**config.mk**
```make
export PLATFORM = sky130hd
export DESIGN_NAME = reg_file_w5
export DESIGN_NICKNAME = d
export VERILOG_FILES = /design/src/rtl/reg_file_w5.sv
export SDC_FILE = /design/constraint.sdc
export NUM_CORES = 2
export LEC_CHECK = 0
export BUFFER_PORTS_ARGS = -buffer_cell sky130_fd_sc_hd__buf_2
export CORE_MARGIN = 1.5
export CORE_UTILIZATION = 55
export CTS_BUF_LIST = sky130_fd_sc_hd__clkbuf_4 sky130_fd_sc_hd__clkbuf_8
export CTS_CLUSTER_DIAMETER = 60
export DETAILED_ROUTE_END_ITERATION = 10
export HOLD_SLACK_MARGIN = 0.08
export PLACE_DENSITY = 0.75
export SYNTH_ARGS = -nofsm -noshare
export SYNTH_HDL_FRONTEND = slang
export SYNTH_SLANG_ARGS = --single-unit
export TNS_END_PERCENT = 5
```
**constraint.sdc**
```tcl
create_clock -name clk -period 2.5 [get_ports clk]
set_input_delay 0.5 -clock clk [delete_from_list [all_inputs] [get_ports clk]]
set_output_delay 0.5 -clock clk [all_outputs]
set_load 0.01 [all_outputs]
```
**src/rtl/reg_file_w5.sv**
```systemverilog
// reg_file_w5 -- 32 x 32 MIPS general-purpose register file.
//
// Two combinational read ports (rs/rt) and one write port fed by the 5-bit
// destination-register select. Register 0 reads as zero and ignores writes.
// Optional write-through bypass forwards a same-cycle write to the read ports.
// A debug scoreboard records which registers have been written since reset
// and counts committed writes (saturating).
//
// Ports:
//   clk           system clock, rising-edge state updates
//   rst_n         asynchronous active-low reset (clears all state)
//   reg_write     write enable
//   write_reg     destination register number
//   write_data    write-back data
//   read_reg1/2   rs / rt read addresses
//   read_data1/2  rs / rt read data (combinational)
//   written_mask  bit i set once register i has been written since reset
//   write_count   committed writes since reset, saturates at 16'hFFFF
module reg_file_w5 #(
  parameter int DATA_W = 32,
  parameter int ADDR_W = 5,
  parameter bit BYPASS = 1'b1
) (
  input  logic                   clk,
  input  logic                   rst_n,
  input  logic                   reg_write,
  input  logic [ADDR_W-1:0]      write_reg,
  input  logic [DATA_W-1:0]      write_data,
  input  logic [ADDR_W-1:0]      read_reg1,
  input  logic [ADDR_W-1:0]      read_reg2,
  output logic [DATA_W-1:0]      read_data1,
  output logic [DATA_W-1:0]      read_data2,
  output logic [(2**ADDR_W)-1:0] written_mask,
  output logic [15:0]            write_count
);

  localparam int unsigned DEPTH = 2**ADDR_W;

  logic [DATA_W-1:0] regs_q [DEPTH];
  logic [DATA_W-1:0] regs_d [DEPTH];
  logic [DEPTH-1:0]  written_mask_q, written_mask_d;
  logic [15:0]       write_count_q, write_count_d;

  logic             wr_en;
  logic [DEPTH-1:0] wr_sel;

  // reg_write gates first so an unknown write_reg cannot leak into wr_en
  // while writes are disabled.
  assign wr_en = reg_write && (write_reg != '0);

  always_comb begin
    wr_sel = '0;
    if (wr_en) begin
      wr_sel[write_reg] = 1'b1;
    end
  end

  always_comb begin
    regs_d         = regs_q;
    written_mask_d = written_mask_q | wr_sel;
    write_count_d  = write_count_q;
    for (int unsigned i = 1; i < DEPTH; i++) begin
      if (wr_sel[i]) begin
        regs_d[i] = write_data;
      end
    end
    if (wr_en && (write_count_q != '1)) begin
      write_count_d = write_count_q + 16'd1;
    end
  end

  always_ff @(posedge clk or negedge rst_n) begin
    if (!rst_n) begin
      for (int unsigned i = 0; i < DEPTH; i++) begin
        regs_q[i] <= '0;
      end
      written_mask_q <= '0;
      write_count_q  <= '0;
    end else begin
      for (int unsigned i = 0; i < DEPTH; i++) begin
        regs_q[i] <= regs_d[i];
      end
      written_mask_q <= written_mask_d;
      write_count_q  <= write_count_d;
    end
  end

  // Address 0 is forced to zero ahead of the bypass so r0 never forwards.
  always_comb begin
    if (read_reg1 == '0) begin
      read_data1 = '0;
    end else if (BYPASS && wr_en && (write_reg == read_reg1)) begin
      read_data1 = write_data;
    end else begin
      read_data1 = regs_q[read_reg1];
    end
  end

  always_comb begin
    if (read_reg2 == '0) begin
      read_data2 = '0;
    end else if (BYPASS && wr_en && (write_reg == read_reg2)) begin
      read_data2 = write_data;
    end else begin
      read_data2 = regs_q[read_reg2];
    end
  end

  assign written_mask = written_mask_q;
  assign write_count  = write_count_q;

endmodule

```
==> flow_metrics.py <==
metrics = {
    "outcome": {
        "status": "finished, violations left",
        "violations": "negative setup slack",
    },
    "synthesis": {
        "synth.area.top_cells": "dfrtp_1, mux2_2, mux4_2, buf_2, a22oi_1",
        "yosysUniqueCellTypes": 58,
        "synthCells": 3816,
        "synthFlopType": "dfrtp_1",
        "ys_top_cells_by_count": "mux2_2, dfrtp_1, mux4_2",
        "yosysWarnings": 0,
        "synth_top_area_share_pct": 47.1,
        "synth_most_common_cell": "mux2_2",
        "synthArstFlopShare_pct": 100,
        "synth_nets": 3867,
        "synth-seq-area-share_pct": 47.1,
        "synth_edf_count": 0,
        "syn_area_um2": 55200,
        "yosys.area.top_type": "dfrtp_1",
        "ys_seq_elements": 1040,
        "syn_area_per_cell_um2": 14.5,
    },
    "placed_design": {
        "portBuffers": 161,
        "placed_area_um2": 62200,
        "place_congestion": 0.944,
        "dpl.hpwl_mm": 122,
    },
    "global_route": {
        "grt_pass1_vias": 40729,
        "overflow": 0,
        "track_usage_pct": 36.4,
        "grt_pass1_wl_mm": 273,
        "antenna_found_initial": 14,
        "grt_max_degree": 120,
    },
    "drt": {
        "dr.first_iter.drc_count": 5112,
        "routed_via_density": 7.01,
        "wl_per_cell_um": 32.5,
        "dr_total_vias": 40111,
        "antenna_left": 0,
        "wirelength_mm": 186,
        "drt_first_pass_iters": 6,
        "route.detailed.drc": 0,
    },
    "clock_network": {
        "root_buffer": "clkbuf_8",
        "cts.sinks": 1040,
        "cts_buffers": 172,
        "clock_path_buffers": 3,
        "cts_tree": "yes",
        "clock_latency_ps": 890,
        "clkTransAtPathRegs_ps": 60,
        "cts_max_level": 4,
    },
    "power": {
        "clkPwrFrac_pct": 32.6,
        "p_int_uw": 36400,
        "leakagePower_uw": 0.0295,
        "netSwitchingFraction_pct": 28.8,
        "finalPower_uw": 51200,
        "p_comb_share_pct": 23.1,
        "p_seq_share_pct": 44.3,
        "p_switching_uw": 14700,
        "pwr_density_cell_nw_per_um2": 763,
        "ir_worst_vdd_uv": 503,
    },
    "critical_path": {
        "crit_fanout": 3,
        "worstSetupPathType": "flop to output pin",
        "required_ps": 2000,
        "crit_path_end_kind": "output pin",
        "worstPathArrival_ps": 2710,
        "ff2ff_setup_slack_ps": 490,
        "start_kind": "flop",
    },
    "sta": {
        "rsz0062_at_grt": "yes",
        "skew_ps": 24.8,
        "hold_viol_final": 0,
        "period_minus_slack_ps": 3210,
        "fmax_ghz": 0.311,
        "worst_slew_pin_slew_ps": 982,
        "finalSetupTns_ps": -36320,
        "setup_viol": 64,
        "drv_slew": 0,
        "timing.final.ws_setup_ps": -714,
        "fin_crit_sh_pct": 129,
        "relSlewSlack_pct": 34.4,
    },
    "cells_and_area": {
        "drive_above_1_share_pct": 61.0,
        "nNetsFinal": 4328,
        "design_area_um2": 67100,
        "syn_to_final_growth_pct": 21.5,
    },
    "die": {
        "start_util_pct": 55.3,
        "dieArea_um2": 102000,
        "chipWidth_um": 320,
        "num_rows": 116,
        "die_y_um": 320,
        "io_pins": 162,
        "core_area_um2": 99900,
    },
    "flow_run": {
        "timing.max_cap.violations": 0,
    },
    "worst_hold_path": {
        "hp-class": "input port to async pin",
    },
}
## area by class of cell
| class | instances | area, um2 |
|---|---|---|
| fill | 6736 | 32800 |
| multi-input combinational | 2365 | 28500 |
| sequential | 1040 | 26000 |
| timing repair buffer | 692 | 7090 |
| clock buffer | 268 | 3340 |
| tap | 1298 | 1620 |
| clock inverter | 39 | 488 |
| antenna | 10 | 25.0 |
| inverter | 6 | 22.5 |
## worst max-delay path, stage by stage, from the launching register on
cell     delay (ps)
dfrtp_1         390
mux4_2          490
nor2_2          130
nor4_1           90
nor4_2          300
buf_4           220
a21oi_1          70
buf_2           130
## cells by family (layout without fill, tap and decap cells)
| family | Yosys count | after routing | synth area share [%] |
|---|---|---|---|
| AO/OA/AOI/OAI | 352 | 352 | 4.89 |
| adder cells (fa/ha/maj) | 1 | 1 | 0.0227 |
| other | 0 | 10 | 0 |
| XOR/XNOR | 24 | 24 | 0.381 |
| multiplexers | 1543 | 1543 | 39.9 |
| buffers and inverters | 411 | 1005 | 3.37 |
| flip-flops | 1040 | 1040 | 47.1 |
| AND/OR/NAND/NOR | 445 | 445 | 4.33 |
## power by group through the flow
stage          Clock, uW  Combinational, uW  Sequential [uW]
3_3_place_gp           0              10800            22500
5_1_grt            17500              12400            23000
3_5_place_dp           0              11100            22800
2_1_floorplan          0               7660            22000
6_report           16700              11800            22700
4_1_cts            16800              11500            22500
## worst paths after layout
check,from,end,cells past startpoint
max in group asynchronous,rst_n,regs_q[792]$_DFFE_PN0P_,3
worst min-delay path,rst_n,regs_q[234]$_DFFE_PN0P_,2
worst max-delay path,regs_q[865]$_DFFE_PN0P_,read_data2[1],7
worst max register to register,write_count[0]$_DFFE_PN0P_,write_count[1]$_DFFE_PN0P_,5
worst min register to register,written_mask[0]$_DFF_PN0_,written_mask[0]$_DFF_PN0_,0
min in group clk,write_data[9],regs_q[937]$_DFFE_PN0P_,2
## per-stage QoR
| step | setup slack, ps | hold slack, ps | std cells | util, % |
|---|---|---|---|---|
| floorplan | -33.0 | 204 | 3816 | - |
| global placement | -1140 | 360 | 5378 | 62.3 |
| detailed placement | -1080 | 364 | 5378 | 62.3 |
| CTS | -745 | 81.1 | 5708 | 66.8 |
| global route | -785 | 120 | 5717 | 67.2 |
| finish | -714 | 125 | 5718 | 67.2 |
## per-layer routing
metal | share of wire, % | up-vias | track usage [%] | wire [um]
met4 | 5.7 | 10 | 19.0 | 10500
met2 | 45 | 2652 | 53.6 | 82900
li1 | - | 15719 | - | -
met1 | 37 | 21069 | 48.9 | 69400
met5 | 0.031 | - | 0 | 57
met3 | 12 | 661 | 10.9 | 22800
## state kept, by name (all words and copies together) (netlist names)
name / flops
regs_q: 992
written_mask: 32
write_count: 16
## placed cells by master (no fill, tap or decap), drive strengths merged, types with 25 or more instances in the layout
master	netlist	final
nand2b	25	25
nor4	73	73
mux2	1068	1068
nand3	39	39
o22ai	35	35
nor2b	64	64
buf	243	681
and3	28	28
a22oi	93	93
mux2i	56	56
a211oi	55	55
clkbuf	162	268
nand2	31	31
dfrtp	1040	1040
mux4	419	419
nor2	137	137
a221oi	29	29
## what timing repair did
action | 4_1_cts | 5_1_grt
buffers inserted | 17 | 3
hold buffers | 11 | 0
gates resized for setup | 126 | 67
endpoints found under the setup margin | 64 | 64
pin swaps | 47 | 30
hold endpoints to repair | 632 | 0
cloned | 0 | 0
No activity file was read; power rests on OpenSTA's default activity.
